===== config.mk =====
export PLATFORM = sky130hd
export DESIGN_NAME = uart_tx_serializer
export DESIGN_NICKNAME = d
export VERILOG_FILES = /design/src/rtl/uart_pkg.sv /design/src/rtl/uart_baud_cnt.sv /design/src/rtl/uart_tx_serializer.sv
export SDC_FILE = /design/constraint.sdc
export NUM_CORES = 1
export LEC_CHECK = 0
export CORE_UTILIZATION = 50
export CTS_CLUSTER_DIAMETER = 80
export DETAILED_ROUTE_END_ITERATION = 8
export DONT_BUFFER_PORTS = 1
export GPL_ROUTABILITY_DRIVEN = 0
export GPL_TIMING_DRIVEN = 0
export PLACE_DENSITY = 0.77
export SLEW_MARGIN = 20
export SYNTH_ARGS = -nofsm -noshare
export SYNTH_HDL_FRONTEND = slang
export SYNTH_SLANG_ARGS = --single-unit

===== constraint.sdc =====
create_clock -name clk -period 3.05 [get_ports clk]
set_clock_uncertainty 0.1 [all_clocks]
set_input_delay 0.305 -clock clk [delete_from_list [all_inputs] [get_ports clk]]
set_output_delay 0.305 -clock clk [all_outputs]
set_load 0.005 [all_outputs]

===== src/rtl/uart_pkg.sv =====
// Shared types and constants for the UART transmit path.
package uart_pkg;

    // Frame phases of the transmitter.
    typedef enum logic [2:0] {
        IDLE,
        START,
        DATA,
        PARITY,
        STOP
    } tx_state_e;

    // Parity-mode selectors.
    localparam logic [1:0] PAR_NONE = 2'd0;
    localparam logic [1:0] PAR_EVEN = 2'd1;
    localparam logic [1:0] PAR_ODD  = 2'd2;

    // Parity bit for a zero-extended payload; odd parity inverts the XOR reduction.
    function automatic logic parity_of(input logic [8:0] payload, input logic [1:0] mode);
        return (^payload) ^ (mode == PAR_ODD);
    endfunction

endpackage


===== src/rtl/uart_baud_cnt.sv =====
// Baud-rate divider: counts 0..CLKS_PER_BIT-1 and pulses tick on the last count.
module uart_baud_cnt #(
    parameter int CLKS_PER_BIT = 16
) (
    input  logic clk,
    input  logic reset,
    input  logic clear,
    output logic tick
);

    localparam int CNT_W = (CLKS_PER_BIT > 2) ? $clog2(CLKS_PER_BIT) : 1;
    localparam logic [CNT_W-1:0] LAST = CNT_W'(CLKS_PER_BIT - 1);

    if (CLKS_PER_BIT < 2) begin : g_bad_clks_per_bit
        $error("uart_baud_cnt: CLKS_PER_BIT must be >= 2");
    end

    logic [CNT_W-1:0] cnt;

    // Free-running divider held at zero while cleared, wrapping on the terminal count.
    // NOTE: sequential state uses non-blocking assignments so every flop samples pre-edge values.
    always_ff @(posedge clk) begin
        if (reset || clear) begin
            cnt <= '0;
        end else if (cnt == LAST) begin
            cnt <= '0;
        end else begin
            cnt <= cnt + 1'b1;
        end
    end

    assign tick = !clear && (cnt == LAST);

endmodule


===== src/rtl/uart_tx_serializer.sv =====
// UART transmitter: latches a parallel payload and shifts out start, data,
// optional parity and stop bits on a registered, idle-high serial line.
module uart_tx_serializer
    import uart_pkg::*;
#(
    parameter int         DATA_W       = 8,
    parameter int         CLKS_PER_BIT = 16,
    parameter logic [1:0] PARITY_MODE  = PAR_NONE,
    parameter int         STOP_BITS    = 1
) (
    input  logic              clk,
    input  logic              reset,
    input  logic              uart_select,
    input  logic [DATA_W-1:0] tx_data,
    input  logic              tx_valid,
    output logic              tx_ready,
    output logic              serial_out,
    output logic              busy
);

    if (DATA_W < 5 || DATA_W > 9) begin : g_bad_data_w
        $error("uart_tx_serializer: DATA_W must be in 5..9");
    end
    if (CLKS_PER_BIT < 2) begin : g_bad_clks_per_bit
        $error("uart_tx_serializer: CLKS_PER_BIT must be >= 2");
    end
    if (PARITY_MODE != PAR_NONE && PARITY_MODE != PAR_EVEN && PARITY_MODE != PAR_ODD) begin : g_bad_parity
        $error("uart_tx_serializer: PARITY_MODE must be PAR_NONE, PAR_EVEN or PAR_ODD");
    end
    if (STOP_BITS != 1 && STOP_BITS != 2) begin : g_bad_stop_bits
        $error("uart_tx_serializer: STOP_BITS must be 1 or 2");
    end

    localparam bit         HAS_PARITY = (PARITY_MODE != PAR_NONE);
    localparam logic [3:0] LAST_DATA  = 4'(DATA_W - 1);
    localparam logic [3:0] LAST_STOP  = 4'(STOP_BITS - 1);

    tx_state_e         state, state_d;
    logic [DATA_W-1:0] shift_q, shift_d;
    logic [3:0]        bit_cnt, bit_cnt_d;
    logic              par_q, par_d;
    logic              line_d;
    logic              tick;
    logic              accept;

    assign accept = tx_valid && tx_ready;

    // The divider only runs while a frame is on the line, so every frame starts at count zero.
    uart_baud_cnt #(
        .CLKS_PER_BIT (CLKS_PER_BIT)
    ) u_baud (
        .clk   (clk),
        .reset (reset),
        .clear (state == IDLE),
        .tick  (tick)
    );

    // State register; reset abandons any frame in flight.
    always_ff @(posedge clk) begin
        if (reset) begin
            state <= IDLE;
        end else begin
            state <= state_d;
        end
    end

    // Next-state: phases advance only on a baud tick, except acceptance out of IDLE.
    // NOTE: assigning a default first keeps every path driven, so no latch is inferred.
    always_comb begin
        state_d = state;
        unique case (state)
            IDLE:   if (accept) state_d = START;
            START:  if (tick) state_d = DATA;
            DATA:   if (tick && bit_cnt == LAST_DATA) state_d = HAS_PARITY ? PARITY : STOP;
            PARITY: if (tick) state_d = STOP;
            STOP:   if (tick && bit_cnt == LAST_STOP) state_d = IDLE;
            default: state_d = IDLE;
        endcase
    end

    // Outputs: handshake, busy flag and the level the line takes after the next edge.
    always_comb begin
        tx_ready = (state == IDLE) && uart_select && !reset;
        busy     = (state != IDLE);
        line_d   = 1'b1;
        unique case (state_d)
            IDLE:    line_d = 1'b1;
            START:   line_d = 1'b0;
            DATA:    line_d = shift_d[0];
            PARITY:  line_d = par_q;
            STOP:    line_d = 1'b1;
            default: line_d = 1'b1;
        endcase
    end

    // Datapath next values: load on acceptance, shift right per data bit, count bits per phase.
    always_comb begin
        shift_d   = shift_q;
        par_d     = par_q;
        bit_cnt_d = bit_cnt;
        if (state == IDLE && accept) begin
            shift_d = tx_data;
            par_d   = parity_of(9'(tx_data), PARITY_MODE);
        end else if (state == DATA && tick) begin
            shift_d = shift_q >> 1;
        end
        if (state_d != state) begin
            bit_cnt_d = '0;
        end else if (tick && (state == DATA || state == STOP)) begin
            bit_cnt_d = bit_cnt + 1'b1;
        end
    end

    // Datapath registers and the registered serial line.
    // NOTE: the shift register is cleared on reset too, so no stale payload survives an abort.
    always_ff @(posedge clk) begin
        if (reset) begin
            shift_q    <= '0;
            par_q      <= 1'b0;
            bit_cnt    <= '0;
            serial_out <= 1'b1;
        end else begin
            shift_q    <= shift_d;
            par_q      <= par_d;
            bit_cnt    <= bit_cnt_d;
            serial_out <= line_d;
        end
    end

endmodule

==> results.toml, run 1 <==
[synthesis]
synth_area_leaders = "dfxtp_1 38%, xnor2_1 7.9%, a211oi_2 6.7%, mux2i_1 6.3%, nor2_1 6.1%"
yosysTopAreaCellShare_pct = 37.8
yosys.area_share.adder_pct = 3.37
syn_inst = 117
syn_nets = 132
synth_compound_area_share_pct = 13.1
ys_warn_count = 0
syn_area_sq_um = 1110
synth_top_family_by_area = "simple AND/OR/NAND/NOR gates"
synthMuxAreaShare_pct = 7.64
yosysSeqAreaShare_pct = 37.8
yosysTopAreaCell = "dfxtp_1"
syn_area_per_cell_sq_um = 9.52
yosys.area_share.simple_pct = 23.8
synth.distinct_cells = 35
synth_seq_cells = 21
synthXorXnorAreaFrac_pct = 10.2

[cts]
cts_buffer_depth = 2
htree_levels = 1
cts_setup_buffers = 0
cts_buffers = 3
holdBufCountCts = 0
clkTransAtPathRegs_ns = 0.11
cts-root-buf = "clkbuf_4"
cts_tree = "yes"
clk_latency_ns = 0.30
cts.sinks = 21
cts_resized = 0

[routing]
ant_nets = 0
drc = 0
post_drt_wl_per_cell_um = 12.6
routed_wl_mm = 1.87
drtPass1Iterations = 4
via_count = 800
drt_iter0_drc = 17
viasPerCell = 5.41

[critical_path]
path_max_fanout = 7
start_kind = "flip-flop"
cp.arrival_ns = 1.52
startpoint = "state[1]$_SDFF_PP0_"
crit_type = "flip-flop to primary output"
cp.required_ns = 2.64
r2r_start = "u_baud.cnt[0]$_SDFF_PP0_"
endpoint_kind = "primary output"
ff2ff_setup_slack_ns = 1.25
r2r_cells = 7

[die]
io-pin-count = 15
fp.dieH_um = 49.2
row_count = 16
core_sq_um = 2020
die_w_um = 49.2
floorplan.initialDensity_pct = 55.1
die_area_sq_um = 2420

[timing]
tightest_slew_ns = 0.587
finalSetupTns_ns = 0
relSlewSlack_pct = 60.9
timing.hold.ws_ns = 0.0504
report.final.slew_viol_count = 0
post-route-period-util_pct = 63.0
max_freq_mhz = 520
rsz0062_at_grt = "false"
min_period_ns = 1.92
hold_violations = 0
setup_viol = 0

[placed_design]
dpl_cell_area_sq_um = 1150
hpwlAfterDp_mm = 1.43
port_buffers = 0

[cells_and_area]
area_growth_pct = 5.39
diodes = 0
final_cell_area_sq_um = 1170
drive_gt1_share_pct = 16.5
final_nets = 137

[pwr]
clkPwrFrac_pct = 28.1
switchingPower_mw = 0.114
pwr-share-comb_pct = 11.0
power.share.switching_pct = 24.1
p_int_mw = 0.359
total_power_mw = 0.474
powerDensity_nw_per_um2 = 403
ir_worst_vdd_v = 0.000293
power.leakage_nw = 0.460
pwr-share-seq_pct = 60.9

[grt]
grt_max_degree = 12
grt_pass1_wl_mm = 3.26
grt-ovfl-total = 0
grt_use_total_pct = 17.8
grt-busiest-layer = "met2"
grtUsageMet1_pct = 22.2
antenna_found_initial = 0
grt_pass1_vias = 778
grtUsageMet3_pct = 3.74
met2_usage_pct = 28.5

[hold_path]
worstHoldPathType = "input port to flip-flop"
hold_path_depth = 2
worstHoldStart = "tx_data[7]"

[run]
drv_cap = 0

[outcome]
status = "finished, final reports clean"
[power groups by stage]
stage               registers, mW  logic (mW)  clock network [mW]
global placement            0.294      0.0515                   0
floorplan                   0.293      0.0459                   0
detailed placement          0.295      0.0524                   0
CTS                         0.289      0.0528               0.138
finish                      0.289      0.0521               0.133
global route                0.290      0.0582               0.147
[cells in the mapped netlist]
cell	instances
xnor2_1	10
nor3_1	2
nand4b_4	1
o21ai_0	1
a31oi_1	1
buf_6	1
mux2_4	1
or3_1	1
a32oi_1	1
and3_1	2
nand2_1	6
nand4_1	1
nor3b_1	1
nand3b_1	3
buf_4	1
a211oi_2	6
o221ai_1	1
o21ai_1	1
a311o_1	1
inv_2	1
xor2_1	3
dfxtp_1	21
nor2b_1	1
and2b_4	1
nand3_4	1
ha_1	3
nor2_2	2
nand3_1	4
nor2_1	18
a21oi_1	4
a21boi_0	1
nor3_2	2
mux2i_1	7
inv_1	4
clkbuf_1	2
[layout by cell type (no fill, tap or decap)]
cell type	netlist	layout
a211oi_2	6	6
a21boi_0	1	1
a21oi_1	4	4
a311o_1	1	1
a31oi_1	1	1
a32oi_1	1	1
and2b_4	1	1
and3_1	2	2
buf_4	1	1
buf_6	1	1
clkbuf_1	2	3
clkbuf_4	0	3
dfxtp_1	21	21
ha_1	3	3
inv_1	4	4
inv_2	1	1
mux2_4	1	1
mux2i_1	7	7
nand2_1	6	6
nand3_1	4	4
nand3_4	1	1
nand3b_1	3	3
nand4_1	1	1
nand4b_4	1	1
nor2_1	18	18
nor2_2	2	2
nor2b_1	1	1
nor3_1	2	2
nor3_2	2	2
nor3b_1	1	1
o21ai_0	1	1
o21ai_1	1	1
o221ai_1	1	1
or3_1	1	1
xnor2_1	10	10
xor2_1	3	3
[metal layers]
| layer | vias to the layer above | routed length (um) | share of wire [%] |
|---|---|---|---|
| li1 | 416 | - | - |
| met1 | 370 | 895 | 48 |
| met2 | 9 | 878 | 47 |
| met3 | 5 | 53 | 2.8 |
| met4 | 0 | 44 | 2.4 |
| met5 | - | 0 | 0 |
[path summary, 6_finish.rpt]
| kind | endpoint |
|---|---|
| min | shift_q[7]$_SDFFE_PP0P_ |
| min reg2reg | u_baud.cnt[0]$_SDFF_PP0_ |
| max reg2reg | serial_out$_SDFF_PP1_ |
| max | tx_ready |
[worst max-delay path, cell delays in order, from the launching register on]
cell and delay (ns):
dfxtp_1 0.39, nor3_2 0.41, inv_1 0.14, nor3b_1 0.27
[sequential cells by signal (all words and copies together) (netlist names)]
name	count
shift_q	8
bit_cnt	4
u_baud.cnt	4
state	3
par_q	1
serial_out	1
[through the flow]
step / setup WS (ns) / util, % / instances
2_1_floorplan: 1.36 / - / 117
3_3_place_gp: 1.28 / 56.7 / 144
3_5_place_dp: 1.27 / 56.7 / 144
4_1_cts: 1.11 / 58.0 / 148
5_1_grt: 1.00 / 58.0 / 148
6_report: 1.13 / 58.0 / 148
[cell type report]
cell class | count | area [sq um]
sequential | 21 | 420
fill | 184 | 848
tap | 27 | 33.8
buffer | 4 | 26.3
clock buffer | 4 | 26.3
inverter | 5 | 18.8
multi-input combinational | 87 | 648
[cell families (layout without fill, tap and decap cells)]
kind of cell,after synthesis,count (layout)
AO/OA/AOI/OAI,17,17
AND/OR/NAND/NOR,46,46
XOR/XNOR,13,13
flip-flops,21,21
buffers and inverters,9,13
adder cells (fa/ha/maj),3,3
multiplexers,8,8
Note: power is estimated with default switching activity, not from simulation.
==> inputs of run 2 (changes only) <==
- clock period: 3.05 -> 1.8 ns (I/O delays scaled with it)
==> results.toml, run 2 (synthesis results as in run 1) <==
[outcome]
status = "finished, final reports clean"

[die]
row_count = 16
die_w_um = 49.2
io-pin-count = 15
floorplan.initialDensity_pct = 55.1
die_area_sq_um = 2420
fp.dieH_um = 49.2
core_sq_um = 2020

[timing]
report.final.slew_viol_count = 0
finalSetupTns_ns = 0
relSlewSlack_pct = 61.7
min_period_ns = 1.69
timing.hold.ws_ns = 0.0835
hold_violations = 0
setup_viol = 0
post-route-period-util_pct = 94.0
max_freq_mhz = 591
rsz0062_at_grt = "false"
tightest_slew_ns = 0.575

[routing]
routed_wl_mm = 2.19
drc = 0
via_count = 885
wl_met3_um = 62
wl_met1_um = 984
ant_nets = 0
top_layer = "met4"
route.met2.wl_mm = 1.07
drt_iter0_drc = 8
viasPerCell = 5.53
post_drt_wl_per_cell_um = 13.7
drtPass1Iterations = 4

[placed_design]
hpwlAfterDp_mm = 1.43
port_buffers = 0
dp.cells = 144

[critical_path]
startpoint = "u_baud.cnt[0]$_SDFF_PP0_"
cp_slowest_cell = "dfxtp_2"
path_cells = "ha_2 -> and3_1 -> buf_4 -> nand3_1 -> a32oi_2 -> nor2b_2 -> o221ai_1"
path_max_fanout = 5
r2r_cells = 7
cpPeakStageDelay_ns = 0.36
r2r_end = "serial_out$_SDFF_PP1_"
crit_type = "flip-flop to flip-flop"
endpoint_kind = "flip-flop"
ff2ff_setup_slack_ns = 0.11
r2r_start = "u_baud.cnt[0]$_SDFF_PP0_"
crit_path_end = "serial_out$_SDFF_PP1_"
cp.required_ns = 1.90
cp.arrival_ns = 1.79
start_kind = "flip-flop"

[cells_and_area]
layout_common_cells = "20 x dfxtp_1, 18 x nor2_1, 10 x xnor2_1, 8 x dlygate4sd3_1, 7 x mux2i_1"
final_nets = 149
fillers = 162
diodes = 0
largest_reg_flops = 8
layout.cells.non_filler = 160
drive_gt1_share_pct = 21.1
area_growth_pct = 17.6
top_register = "shift_q"
top_regs = "shift_q: 8 flops, bit_cnt: 4 flops, u_baud.cnt: 4 flops"
layout_commonest_cell = "dfxtp_1"

[hold_path]
worstHoldPathType = "input port to flip-flop"

[cts]
clk_latency_ns = 0.31
cts_buffers = 3
cts_tree = "yes"
clkTransAtPathRegs_ns = 0.12
cts.sinks = 21
cts_buffer_depth = 2
htree_levels = 1
cts-root-buf = "clkbuf_4"

[grt]
grt_pass1_wl_mm = 3.53
grt_pass1_vias = 834
grt-ovfl-total = 0
grt_use_total_pct = 19.7
grt_max_degree = 12
antenna_found_initial = 0

[pwr]
ir_worst_vdd_v = 0.000476
power.leakage_nw = 0.519
powerDensity_nw_per_um2 = 636

[run]
drv_cap = 0
-- run 2: cell count changes in the layout (fill, tap and decap cells not counted), sizes merged --
cell / previous run / this run
buf: 2 / 6
dlygate4sd3: 0 / 8
-- run 2: cell type report --
| type | instances | area, sq um | area share, % |
|---|---|---|---|
| buffer | 4 | 26.3 | 2.01 |
| tap | 27 | 33.8 | 2.58 |
| inverter | 5 | 18.8 | 1.43 |
| multi-input combinational | 87 | 673 | 51.4 |
| timing repair buffer | 12 | 110 | 8.40 |
| sequential | 21 | 422 | 32.2 |
| clock buffer | 4 | 26.3 | 2.01 |
-- run 2: how the worst min path moves through the flow --
stage | startpoint | to | cells after the start
floorplan | tx_data[7] | shift_q[7]$_SDFFE_PP0P_ | 2
global placement | tx_data[7] | shift_q[7]$_SDFFE_PP0P_ | 2
detailed placement | tx_data[7] | shift_q[7]$_SDFFE_PP0P_ | 2
CTS | uart_select | bit_cnt[3]$_SDFFE_PP0P_ | 3
global route | uart_select | bit_cnt[3]$_SDFFE_PP0P_ | 3
finish | uart_select | bit_cnt[3]$_SDFFE_PP0P_ | 3
-- run 2: critical path: cells and delay by family (launching register included) --
kind | cells | cell delay [ns]
flip-flops | 1 | 0.36
adder cells (fa/ha/maj) | 1 | 0.19
AO/OA/AOI/OAI | 2 | 0.36
AND/OR/NAND/NOR | 3 | 0.43
buffers and inverters | 1 | 0.14
-- run 2: repair_timing --
item	in CTS	in global routing
pin swaps	1	3
setup buffers	0	4
hold endpoints to repair	8	0
setup endpoints to repair	2	3
resized for setup	1	5
hold buffers	8	0
-- run 2: stage by stage --
stage	power (mW)	util, %	worst slack (ns)	area [sq um]
final	0.833	64.8	0.109	1310
after detailed placement	0.589	56.7	0.0168	1150
after floorplan	0.575	-	0.109	1110
after CTS	0.828	62.3	0.00862	1260
after global placement	0.586	56.7	0.0327	1150
after global routing	0.870	64.8	0.0127	1310
-- run 2: routing by layer --
layer | vias to the layer above | GRT usage (%)
met3 | 7 | 4.36
met2 | 12 | 30.1
met5 | - | 0
met4 | 0 | 14.7
met1 | 425 | 23.9
li1 | 441 | -
-- run 2: power breakdown --
group	internal, mW	switching [mW]
combinational	0.0579	0.0514
clock	0.0866	0.147
sequential	0.480	0.0105
total	0.624	0.209
==> inputs of run 3 (changes only) <==
- CTS_CLUSTER_DIAMETER: 80 -> 50
- HOLD_SLACK_MARGIN: not set -> 0.02
==> results of run 3 <==
Final layout, timing and power as in run 2 (identical DEF).
